`src/rtl/vehicle_sensor_conditioner_pkg.sv`:
```
// Shared traffic types: loop-detector debounce states and the R/Y/G light encoding
// used by traffic_controller.
package traffic_pkg;

    typedef enum logic [1:0] {
        ABSENT   = 2'd0,
        RISE_CHK = 2'd1,
        PRESENT  = 2'd2,
        FALL_CHK = 2'd3
    } det_state_e;

    typedef enum logic [2:0] {
        LIGHT_RED    = 3'b100,
        LIGHT_YELLOW = 3'b010,
        LIGHT_GREEN  = 3'b001
    } light_e;

endpackage

```
`src/rtl/vehicle_sensor_conditioner_sync_2ff.sv`:
```
// Generic two-flop synchronizer for asynchronous external inputs.
// Asynchronous active-low reset clears both stages.
module sync_2ff #(
    parameter int unsigned WIDTH = 1
) (
    input  logic             clk_i,
    input  logic             rst_ni,
    input  logic [WIDTH-1:0] d_i,
    output logic [WIDTH-1:0] q_o
);

    logic [WIDTH-1:0] meta_q;
    logic [WIDTH-1:0] sync_q;

    always_ff @(posedge clk_i or negedge rst_ni) begin
        if (!rst_ni) begin
            meta_q <= '0;
            sync_q <= '0;
        end else begin
            meta_q <= d_i;
            sync_q <= meta_q;
        end
    end

    assign q_o = sync_q;

endmodule

```
`src/rtl/vehicle_sensor_conditioner.sv`:
```
// Minor-road loop detector conditioning: synchronize, debounce, latch request, detect stuck loop.
// Optional arrival counter enabled by defining VEHICLE_COUNT_EN.
module vehicle_sensor_conditioner
    import traffic_pkg::*;
#(
    parameter int unsigned DEBOUNCE     = 4,
    parameter int unsigned STUCK_CYCLES = 64,
    parameter int unsigned COUNT_W      = 8
) (
    input  logic               clock,
    input  logic               reset,
    input  logic               loop_raw,
    input  logic               served,
    output logic               sensor,
    output logic               presence,
    output logic               arrival,
    output logic               stuck_fault
`ifdef VEHICLE_COUNT_EN
    ,
    output logic [COUNT_W-1:0] vehicle_count
`endif
);

    localparam int unsigned      CNT_W   = $clog2(DEBOUNCE);
    localparam int unsigned      STK_W   = $clog2(STUCK_CYCLES + 1);
    localparam logic [CNT_W-1:0] DB_LAST = CNT_W'(DEBOUNCE - 1);
    localparam logic [STK_W-1:0] STK_MAX = STK_W'(STUCK_CYCLES);

    if (DEBOUNCE < 2 || STUCK_CYCLES <= DEBOUNCE || COUNT_W < 1) begin : g_param_check
        $error("vehicle_sensor_conditioner: invalid parameter set");
    end

    logic             sync_q;
    det_state_e       state_q, state_d;
    logic [CNT_W-1:0] cnt_q, cnt_d;
    logic [STK_W-1:0] stk_q, stk_d;
    logic             presence_q, presence_d;
    logic             arrival_q, arrival_d;
    logic             sensor_q, sensor_d;
    logic             stuck_q, stuck_d;

    sync_2ff #(
        .WIDTH(1)
    ) u_loop_sync (
        .clk_i (clock),
        .rst_ni(reset),
        .d_i   (loop_raw),
        .q_o   (sync_q)
    );

    // One debounce counter serves both check states; it restarts at 1 on entry.
    always_comb begin
        state_d   = state_q;
        cnt_d     = cnt_q;
        arrival_d = 1'b0;
        case (state_q)
            ABSENT: begin
                if (sync_q) begin
                    state_d = RISE_CHK;
                    cnt_d   = CNT_W'(1);
                end
            end
            RISE_CHK: begin
                if (!sync_q) begin
                    state_d = ABSENT;
                end else if (cnt_q == DB_LAST) begin
                    state_d   = PRESENT;
                    arrival_d = 1'b1;
                end else begin
                    cnt_d = cnt_q + 1'b1;
                end
            end
            PRESENT: begin
                if (!sync_q) begin
                    state_d = FALL_CHK;
                    cnt_d   = CNT_W'(1);
                end
            end
            FALL_CHK: begin
                if (sync_q) begin
                    state_d = PRESENT;
                end else if (cnt_q == DB_LAST) begin
                    state_d = ABSENT;
                end else begin
                    cnt_d = cnt_q + 1'b1;
                end
            end
            default: state_d = ABSENT;
        endcase
    end

    always_comb begin
        presence_d = (state_d == PRESENT) || (state_d == FALL_CHK);

        stk_d = stk_q;
        if (state_q == ABSENT) begin
            stk_d = '0;
        end else if ((state_q == PRESENT || state_q == FALL_CHK) && stk_q != STK_MAX) begin
            stk_d = stk_q + 1'b1;
        end
        stuck_d = (state_d != ABSENT) && (stk_d == STK_MAX);

        // A stuck loop must never hold a request against the major road.
        sensor_d = sensor_q;
        if (stuck_d) begin
            sensor_d = 1'b0;
        end else if (arrival_d) begin
            sensor_d = 1'b1;
        end else if (served && !presence_d) begin
            sensor_d = 1'b0;
        end
    end

    always_ff @(posedge clock or negedge reset) begin
        if (!reset) begin
            state_q    <= ABSENT;
            cnt_q      <= '0;
            stk_q      <= '0;
            presence_q <= 1'b0;
            arrival_q  <= 1'b0;
            sensor_q   <= 1'b0;
            stuck_q    <= 1'b0;
        end else begin
            state_q    <= state_d;
            cnt_q      <= cnt_d;
            stk_q      <= stk_d;
            presence_q <= presence_d;
            arrival_q  <= arrival_d;
            sensor_q   <= sensor_d;
            stuck_q    <= stuck_d;
        end
    end

    assign sensor      = sensor_q;
    assign presence    = presence_q;
    assign arrival     = arrival_q;
    assign stuck_fault = stuck_q;

`ifdef VEHICLE_COUNT_EN
    logic [COUNT_W-1:0] count_q, count_d;

    always_comb begin
        count_d = count_q;
        if (arrival_d && count_q != '1) begin
            count_d = count_q + 1'b1;
        end
    end

    always_ff @(posedge clock or negedge reset) begin
        if (!reset) begin
            count_q <= '0;
        end else begin
            count_q <= count_d;
        end
    end

    assign vehicle_count = count_q;
`endif

endmodule

```
`config.mk`:
```
export PLATFORM = sky130hd
export DESIGN_NAME = vehicle_sensor_conditioner
export DESIGN_NICKNAME = d
export VERILOG_FILES = /design/src/rtl/vehicle_sensor_conditioner_pkg.sv /design/src/rtl/vehicle_sensor_conditioner_sync_2ff.sv /design/src/rtl/vehicle_sensor_conditioner.sv
export SDC_FILE = /design/constraint.sdc
export NUM_CORES = 1
export LEC_CHECK = 0
export CORE_UTILIZATION = 40
export DETAILED_ROUTE_END_ITERATION = 7
export PLACE_DENSITY_LB_ADDON = 0.12
export SKIP_LAST_GASP = 1
export SYNTH_ARGS = -nofsm -noshare
export SYNTH_HDL_FRONTEND = slang
export SYNTH_SLANG_ARGS = --single-unit
```
`constraint.sdc`:
```
create_clock -name clock -period 1.8 [get_ports clock]
set_clock_uncertainty 0.05 [all_clocks]
set_input_delay 0.18 -clock clock [delete_from_list [all_inputs] [get_ports clock]]
set_output_delay 0.18 -clock clock [all_outputs]
set_load 0.01 [all_outputs]
```
==> metrics, run 1 <==
Vias per Instance=just over 5; Arr. time, crit path=around 2000 ps; Worst setup SP type=flop; IR Drop Worst-Case VDD=0.000695 V; Post-CTS Hold Buffers=0; first-pass GRT wire length=2660 um; post-synth net total=90; clock sink total=17; Final #Nets=around 120; post-detailed-routing wire length=1700 um; Worst path depth=6; worst path bufs/invs=1; # IOs=8; vias in the first global route=611; average size of a mapped cell=~10 sq um; DR DRC count=0; H-tree depth=1; largest area contributor in the synthesized netlist=dfrtp_1; Num CTS Buffers=3; Root Buffer=clkbuf_4; total gr overflow=0; Register-to-Register Setup Slack=-80 ps; outcome=complete, but fails checks; Fmax=532 MHz; Die Width=47.9 um; clk buf depth=2; crit path time final=1880 ps; Post-DP HPWL=around 1300 um; initial antenna violation count=0; CP Cell Sequence=inv_2, ha_1, and4bb_2, a21o_1, o32a_1, o41a_1; max-slew violation count=0; 1st-pass router iterations=4; Clock Latency Late Sink=between 200 and 300 ps; CP endpoint kind=flop; post-synth cell types=32; crit path kind=flop to flop; register area share after synthesis=50.5%; CP delay by family, top=compound AO/OA/AOI/OAI gates; Required @ worst endpoint=1930 ps; fin crit share=104%; Mapped Area=roughly 840 sq um; antenna diode count=0; failing checks=setup timing; number of failing hold endpoints at the final stage=0; final instance area=about 0.0011 sq mm; Cells after Synth=83; max cap viols=0; DR vias=~700; drt initial violations=11; RR Startpoint=stk_q[0]; share of layout cells above drive strength 1=~28%; Power Density=about 1300 mW/mm^2; YS warnings=0; most common cell after layout, fill and taps aside=buf_4; Die ar.=about 0.0023 sq mm; GRT Overall Usage=~17%; remaining antenna violation count=0; CP Max Fanout=5; number of cell rows=16; crit path from=stk_q[0]; worst r2r dst=sensor; worst min path class=input pin to asynchronous set/reset pin; Die Y=roughly 48 um; Final WS setup=-80.4 ps; max incr delay on CP=between 400 and 500 ps; Layout Area Growth over Synthesis=33.3%; CTS tree=built; CP max-delay cell=dfrtp_2; Final GP Congestion=roughly 0.89; initial core utilization=roughly 43%; P_leak=~0.00054 uW; placed cell area=0.00108 sq mm; clock-pin slew on the worst setup and hold paths=between 100 and 150 ps; pin count of the biggest net entering global routing=18; Synth top area share=50.5%; max_slew headroom=80.5%; top post-synthesis cells by area=dfrtp_1 51%, nand2_1 5.3%, ha_1 4.5%; path depth of the worst reg2reg path=6; most frequent cells in the layout=17 x buf_4, 15 x dfrtp_1, 12 x nand2_1; Worst Tran Pin Value=around 290 ps; DR WL/cell=roughly 12 um; Post-CTS Resized=0; Core Region=roughly 0.0020 sq mm; Pwr Total=1430 uW; register bit count reported by yosys=17; RSZ-0062 raised after global routing=true; setup violators final=1; I/O Buffers=7
==> layer usage <==
layer | vias to the layer above | wire length [um] | track usage (%)
li1 | 351 | - | -
met1 | 325 | 843 | 24.2
met2 | 17 | 772 | 26.2
met3 | 2 | 65 | 3.40
met4 | 0 | 15 | 6.67
met5 | - | 0 | 0
==> worst max-delay path by stage <==
stage                  end  slack (ps)
floorplan           sensor         -60
global placement    sensor         -40
detailed placement  sensor         -70
CTS                 sensor         -80
global route        sensor        -150
finish              sensor         -80
==> kinds of logic (layout without fill, tap and decap cells) <==
kind of cell	Yosys count	count (layout)	synth area share (%)
simple gates	31	31	20.1
mux	2	2	2.53
buf+inv	7	34	3.27
fa+ha+maj	3	3	4.46
flops	17	17	50.5
xor+xnor	2	2	2.08
compound gates	21	21	17.1
==> flip-flops by register name, summed over array words and instances (netlist names) <==
| register | count |
|---|---|
| sensor | 1 |
| presence | 1 |
| u_loop_sync.q_o | 1 |
| stk_q | 7 |
| arrival | 1 |
| stuck_fault | 1 |
| cnt_q | 2 |
| state_q | 2 |
| u_loop_sync.meta_q | 1 |
==> synthesized netlist by cell type, drive strengths merged <==
cell,n
a211o,1
a21boi,1
a21o,5
a21oi,2
a22o,1
a31oi,2
and3b,2
and4bb,1
buf,1
clkinv,1
dfrtp,17
ha,3
inv,5
mux2,1
mux2i,1
nand2,12
nand3,3
nand4,2
nor2,4
nor2b,2
nor3,1
nor4,1
o21ai,6
o22ai,1
o32a,1
o41a,1
or3,2
or4,1
xor2,2
==> metrics by stage <==
step | util [%] | cells | TNS, ps | worst slack (ps) | hold WS (ps)
detailed placement | 55.3 | 132 | -73.7 | -73.7 | 294
global placement | 55.3 | 132 | -36.4 | -36.4 | 284
global route | 57.2 | 137 | -177 | -146 | 181
floorplan | - | 83 | -57.7 | -57.7 | -166
finish | 57.2 | 137 | -80.4 | -80.4 | 148
CTS | 57.2 | 137 | -81.3 | -81.3 | 148
==> worst register-to-register path, delay by kind of cell, from the launching register on <==
family / cells / cell delay [ps]
fa+ha+maj: 1 / 180
simple gates: 1 / 230
buf+inv: 1 / 50
compound gates: 3 / 830
flops: 1 / 440
==> final cells by class <==
type                       count  area, sq um
tap                           27         33.8
inverter                       6         22.5
timing repair buffer          24          198
fill                         197          840
multi-input combinational     59          410
clock buffer                   3         22.5
sequential                    17          428
clock inverter                 1         7.51
==> report_power, final <==
part	internal [uW]	switching, uW
logic	348	316
clock network	84.3	125
registers	475	85.4
total	908	526
==> repair_timing <==
action / 4_1_cts / 5_1_grt
endpoints found under the hold margin: 0 / 0
setup endpoints to repair: 1 / 2
gates cloned: 0 / 0
setup buffers: 1 / 0
pin swaps: 0 / 0
Note: power is estimated with default switching activity, not from simulation.
==> run 2, diff against run 1 <==
- CELL_PAD_IN_SITES_DETAIL_PLACEMENT: default -> 1
- CELL_PAD_IN_SITES_GLOBAL_PLACEMENT: default -> 2
- CORE_UTILIZATION: 40 -> 31
==> metrics, run 2 (synthesis gave the netlist of run 1 again) <==
Post-DP HPWL=1690 um (+28%); Post-CTS Hold Buffers=0 (unchanged); Die Y=54.1 um (+13%); I/O Buffers=7 (unchanged); Clock Latency Late Sink=290 ps (about the same); max-slew violation count=0 (unchanged); Final WS setup=-112 ps (-31.2 ps); initial antenna violation count=0 (unchanged); number of cell rows=18 (+2); Power Density=1310 mW/mm^2 (+2.6%); vias in the first global route=776 (+27%); Core Util, Final=46.2% (-11 points); outcome=complete, but fails checks; DR vias=744 (+7.1%); largest register by flop count=stk_q; DR WL/cell=14.9 um (+21%); initial core utilization=33.4% (-9.5 points); share of layout cells above drive strength 1=31.9% (+3.7 points); Num CTS Buffers=3 (unchanged); first-pass GRT wire length=3550 um (+34%); CP Max Fanout=4 (-1); Worst setup SP type=flop; pin count of the biggest net entering global routing=18 (unchanged); Worst Tran Pin Value=358 ps (+65.8 ps); Final GP Congestion=0.899 (+1.1%); Die ar.=0.00293 sq mm (+28%); P_leak=0.000566 uW (+3.8%); remaining antenna violation count=0 (unchanged); CTS tree=built; Die Width=54.1 um (+13%); Fmax=523 MHz (-1.6%); # IOs=8 (unchanged); IR Drop Worst-Case VDD=0.000868 V (+25%); setup_tns=-112 ps (-31.2 ps); clock-pin slew on the worst setup and hold paths=100 ps (about the same); H-tree depth=1 (unchanged); Core Region=0.00252 sq mm (+29%); Largest register FFs=7 (unchanged); Regs by FF count=stk_q x7, cnt_q x2, state_q x2; most frequent cells in the layout=20 x buf_4, 15 x dfrtp_1, 12 x nand2_1; CP endpoint kind=flop; post-detailed-routing wire length=2140 um (+26%); crit path time final=1910 ps (+31.2 ps); RSZ-0062 raised after global routing=true; DR DRC count=0 (unchanged); number of failing hold endpoints at the final stage=0 (unchanged); most common cell after layout, fill and taps aside=buf_4; WHS=153 ps (+4.87 ps); crit path kind=flop to flop; Vias per Instance=5.20 (+2.6%); Final #Nets=121 (+2.5%); max cap viols=0 (unchanged); Layout Area Growth over Synthesis=38.3%; Required @ worst endpoint=1930 ps (about the same); GRT Overall Usage=17.9% (+0.62 points); max_slew headroom=76.0% (-4.4 points); clock sink total=17 (unchanged); antenna diode count=0 (unchanged); setup violators final=1 (unchanged); drt initial violations=4 (-7); Root Buffer=clkbuf_4; worst min path class=input pin to asynchronous set/reset pin; total gr overflow=0 (unchanged); fin crit share=106% (+1.7 points); clk buf depth=2 (unchanged); 1st-pass router iterations=4 (unchanged); failing checks=setup timing; Arr. time, crit path=2040 ps (+30 ps)
## run 2: changes by cell type in the layout (fill, tap and decap cells not counted), sizes merged
cell	before	now
buf	17	20
clkinv	1	2
clkinvlp	1	0
## run 2: worst paths after layout
check                                    from                  to  slack (ps)  depth (start not counted)
min reg2reg                u_loop_sync.meta_q     u_loop_sync.q_o         310                          0
max reg2reg                          stk_q[1]              sensor        -110                          6
max in group asynchronous               reset            cnt_q[1]        1340                          2
max                                  stk_q[1]              sensor        -110                          6
min in group clock                   loop_raw  u_loop_sync.meta_q         260                          1
min                                     reset            stk_q[0]         150                          2
## run 2: final cells by class
cell class / instances / area (sq um)
fillers: 288 / 1360
clock buffers: 3 / 22.5
clock inverters: 1 / 5.00
well taps: 30 / 37.5
repair buffers: 27 / 220
multi-input cells: 59 / 429
inverters: 6 / 22.5
flip-flops and latches: 17 / 428
## run 2: timing repair
item | 4_1_cts | 5_1_grt
gates resized for setup | 0 | 3
endpoints found under the setup margin | 2 | 3
pin swaps | 0 | 1
buffers inserted | 1 | 0
## run 2: per-layer routing
metal | vias up | global-route usage (%) | share of wire [%]
met3 | 6 | 4.24 | 2.8
met5 | - | 0 | 0
met4 | 0 | 8.97 | 1.9
li1 | 357 | - | -
met1 | 372 | 20.7 | 41
met2 | 9 | 30.5 | 54
## run 2: stage by stage
step	instance area (sq um)	std cells	worst slack, ps	total power [uW]
after floorplan	866	83	-57.7	927
after global placement	1110	138	-115	1260
after detailed placement	1110	138	-155	1290
after CTS	1150	143	-144	1510
after global routing	1160	143	-171	1680
final	1160	143	-112	1530
## run 2: worst max-delay path, stage by stage, from the launching register on
cell	delay [ps]
dfrtp_2	440
inv_2	70
ha_4	150
and4bb_2	230
a21o_1	180
o32a_1	320
o41a_1	370
## run 2: power by group
part	switching, uW	internal (uW)	total [uW]	leakage, uW
combinational	347	402	748	0.000329
sequential	104	475	579	0.000219
clock	117	82.6	200	0.0000177
total	567	960	1530	0.000566
==> run 3, diff against run 2 <==
- CORE_UTILIZATION: 31 -> 32
- SYNTH_HIERARCHICAL: default -> 1
==> metrics, run 3 <==
Die Width=53.3 um (-1.6%); fin crit share=96.3% (-9.9 points); worst min path class=input pin to asynchronous set/reset pin; outcome=completed; post-synth net total=87 (-3.3%); remaining antenna violation count=0 (unchanged); Power Density=1250 mW/mm^2 (-4.6%); Fmax=577 MHz (+10%); Final GP Congestion=0.807 (-10%); Primary FF master, synth=dfrtp_1; Clock Latency Late Sink=290 ps (about the same); number of failing hold endpoints at the final stage=0 (unchanged); clk buf depth=2 (unchanged); max cap viols=0 (unchanged); Required @ worst endpoint=1980 ps (+50 ps); Pwr Total=1370 uW (-11%); Cells after Synth=80 (-3.6%); drt initial violations=7 (+3); register bit count reported by yosys=17 (unchanged); Root Buffer=clkbuf_4; Post-CTS Hold Buffers=0 (unchanged); Final WS setup=67.2 ps (+179 ps); DR WL/cell=16.5 um (+10%); antenna diode count=0 (unchanged); average size of a mapped cell=10.5 sq um (+3.6%); P_leak=0.000470 uW (-17%); top post-synthesis cells by area=dfrtp_1 51%, nand2_1 5.8%, ha_1 4.5%; most frequent cells in the layout=16 x dfrtp_1, 13 x nand2_1, 11 x buf_4; crit path from=stk_q[1]; post-synth cell types=28 (-13%); most common cell after layout, fill and taps aside=dfrtp_1; pin count of the biggest net entering global routing=18 (unchanged); largest area contributor in the synthesized netlist=dfrtp_1; DR DRC count=0 (unchanged); Cells after DPL=124 (-10%); Regs by FF count=stk_q x7, cnt_q x2, state_q x2; Layout Area Growth over Synthesis=29.9%; Arr. time, crit path=1910 ps (-130 ps); max_slew headroom=77.3% (+1.3 points); most frequent cell after synthesis=dfrtp_1; CTS tree=built; IR Drop Worst-Case VDD=0.000575 V (-34%); initial core utilization=33.9% (+0.56 points); H-tree depth=1 (unchanged); crit path kind=flop to flop; DR vias=691 (-7.1%); # IOs=8 (unchanged); share of layout cells above drive strength 1=30.7% (-1.2 points); Die ar.=0.00284 sq mm (-3.2%); Largest register FFs=7 (unchanged); total gr overflow=0 (unchanged); CP Max Fanout=3 (-1); Final #Nets=109 (-9.9%); clock sink total=17 (unchanged); GRT Overall Usage=17.8% (-0.11 points); CP endpoint kind=flop; ys async rst share=100% (unchanged); initial antenna violation count=0 (unchanged); setup violators final=0 (-1); largest register by flop count=stk_q; Num CTS Buffers=3 (unchanged); I/O Buffers=7 (unchanged); number of cell rows=18 (unchanged); Synth top area share=50.6% (+0.075 points); Worst Tran Pin Value=339 ps (-18.9 ps); Commonest cells post-synth=17 x dfrtp_1, 13 x nand2_1; crit path time final=1730 ps (-179 ps); register area share after synthesis=50.6% (+0.075 points); Core Util, Final=44.1% (-2.1 points); Fillers=294 (+2.1%); vias in the first global route=702 (-9.5%); 1st-pass router iterations=4 (unchanged); YS warnings=6 (+6); post-detailed-routing wire length=2160 um (+0.94%); Post-DP HPWL=1480 um (-13%); worst slack at placement=-37.9 ps (+117 ps); final cell count without fillers=131 (-8.4%); Die Y=53.3 um (-1.6%); Mapped Area=841 sq um (-0.15%); Post-synth EDFFs=0 (unchanged); Core Region=0.00248 sq mm (-1.8%); clock-pin slew on the worst setup and hold paths=100 ps (about the same); first-pass GRT wire length=3460 um (-2.7%); Vias per Instance=5.27 (+1.4%); Worst setup SP type=flop; RR Startpoint=stk_q[1]; max-slew violation count=0 (unchanged)
run 3: critical path, stage by stage, from the launching register on:
cell and delay (ps):
dfrtp_2 430, inv_2 90, ha_2 200, nand4bb_4 120
nor3_4 230, buf_6 150, a31oi_1 110, o31ai_2 100
and3_1 200
run 3: path summary, 6_finish.rpt:
check | end | slack, ps | depth (start not counted)
max | stuck_fault | 70 | 8
min | stk_q[6] | 150 | 2
max reg2reg | stuck_fault | 70 | 8
min reg2reg | u_loop_sync/q_o | 310 | 0
max in group asynchronous | stk_q[1] | 1350 | 2
min in group clock | u_loop_sync/meta_q | 260 | 1
run 3: cell type report:
cell class	instances	area, sq um	share of cell area, %
inverters	3	11.3	1.03
well taps	30	37.5	3.44
clock buffers	4	26.3	2.41
repair buffers	20	175	16.0
flip-flops and latches	17	427	39.1
multi-input cells	57	415	38.0
run 3: kinds of logic (layout without fill, tap and decap cells):
group                      after synthesis  after routing  synth area share [%]
and+or+nand+nor                         30             30                  20.8
buffers and inverters                    6             27                  2.98
muxes                                    2              2                  2.53
DFF                                     17             17                  50.6
xor gates and xnor gates                 5              5                  5.21
adders and majority gates                3              3                  4.46
AOI/OAI and AO/OA                       17             17                  13.4
run 3: repair_timing:
action / CTS / global route
gates resized for setup: 6 / 5
pin swaps: 4 / 3
setup endpoints to repair: 2 / 3
setup buffers: 2 / 1
run 3: stage by stage:
stage / area [sq um] / hold WS (ps) / setup TNS, ps
after global placement: 1010 / 287 / -26.7
after floorplan: 841 / -166 / 0
after CTS: 1070 / 162 / 0
final: 1090 / 151 / 0
after detailed placement: 1010 / 287 / -72.2
after global routing: 1090 / 172 / -94.9
run 3: where the power goes:
group | switching, uW | internal (uW) | leakage [uW]
Clock | 122 | 86.3 | 0.0000150
Sequential | 66.2 | 467 | 0.000220
Combinational | 340 | 285 | 0.000235
run 3: per-layer routing:
layer  vias to the layer above  wire (um)  GRT usage (%)
li1                        323          -              -
met1                       347       1030           23.7
met2                        15       1010           27.9
met3                         6         72           3.74
met4                         0         44           6.58
met5                         -          0              0
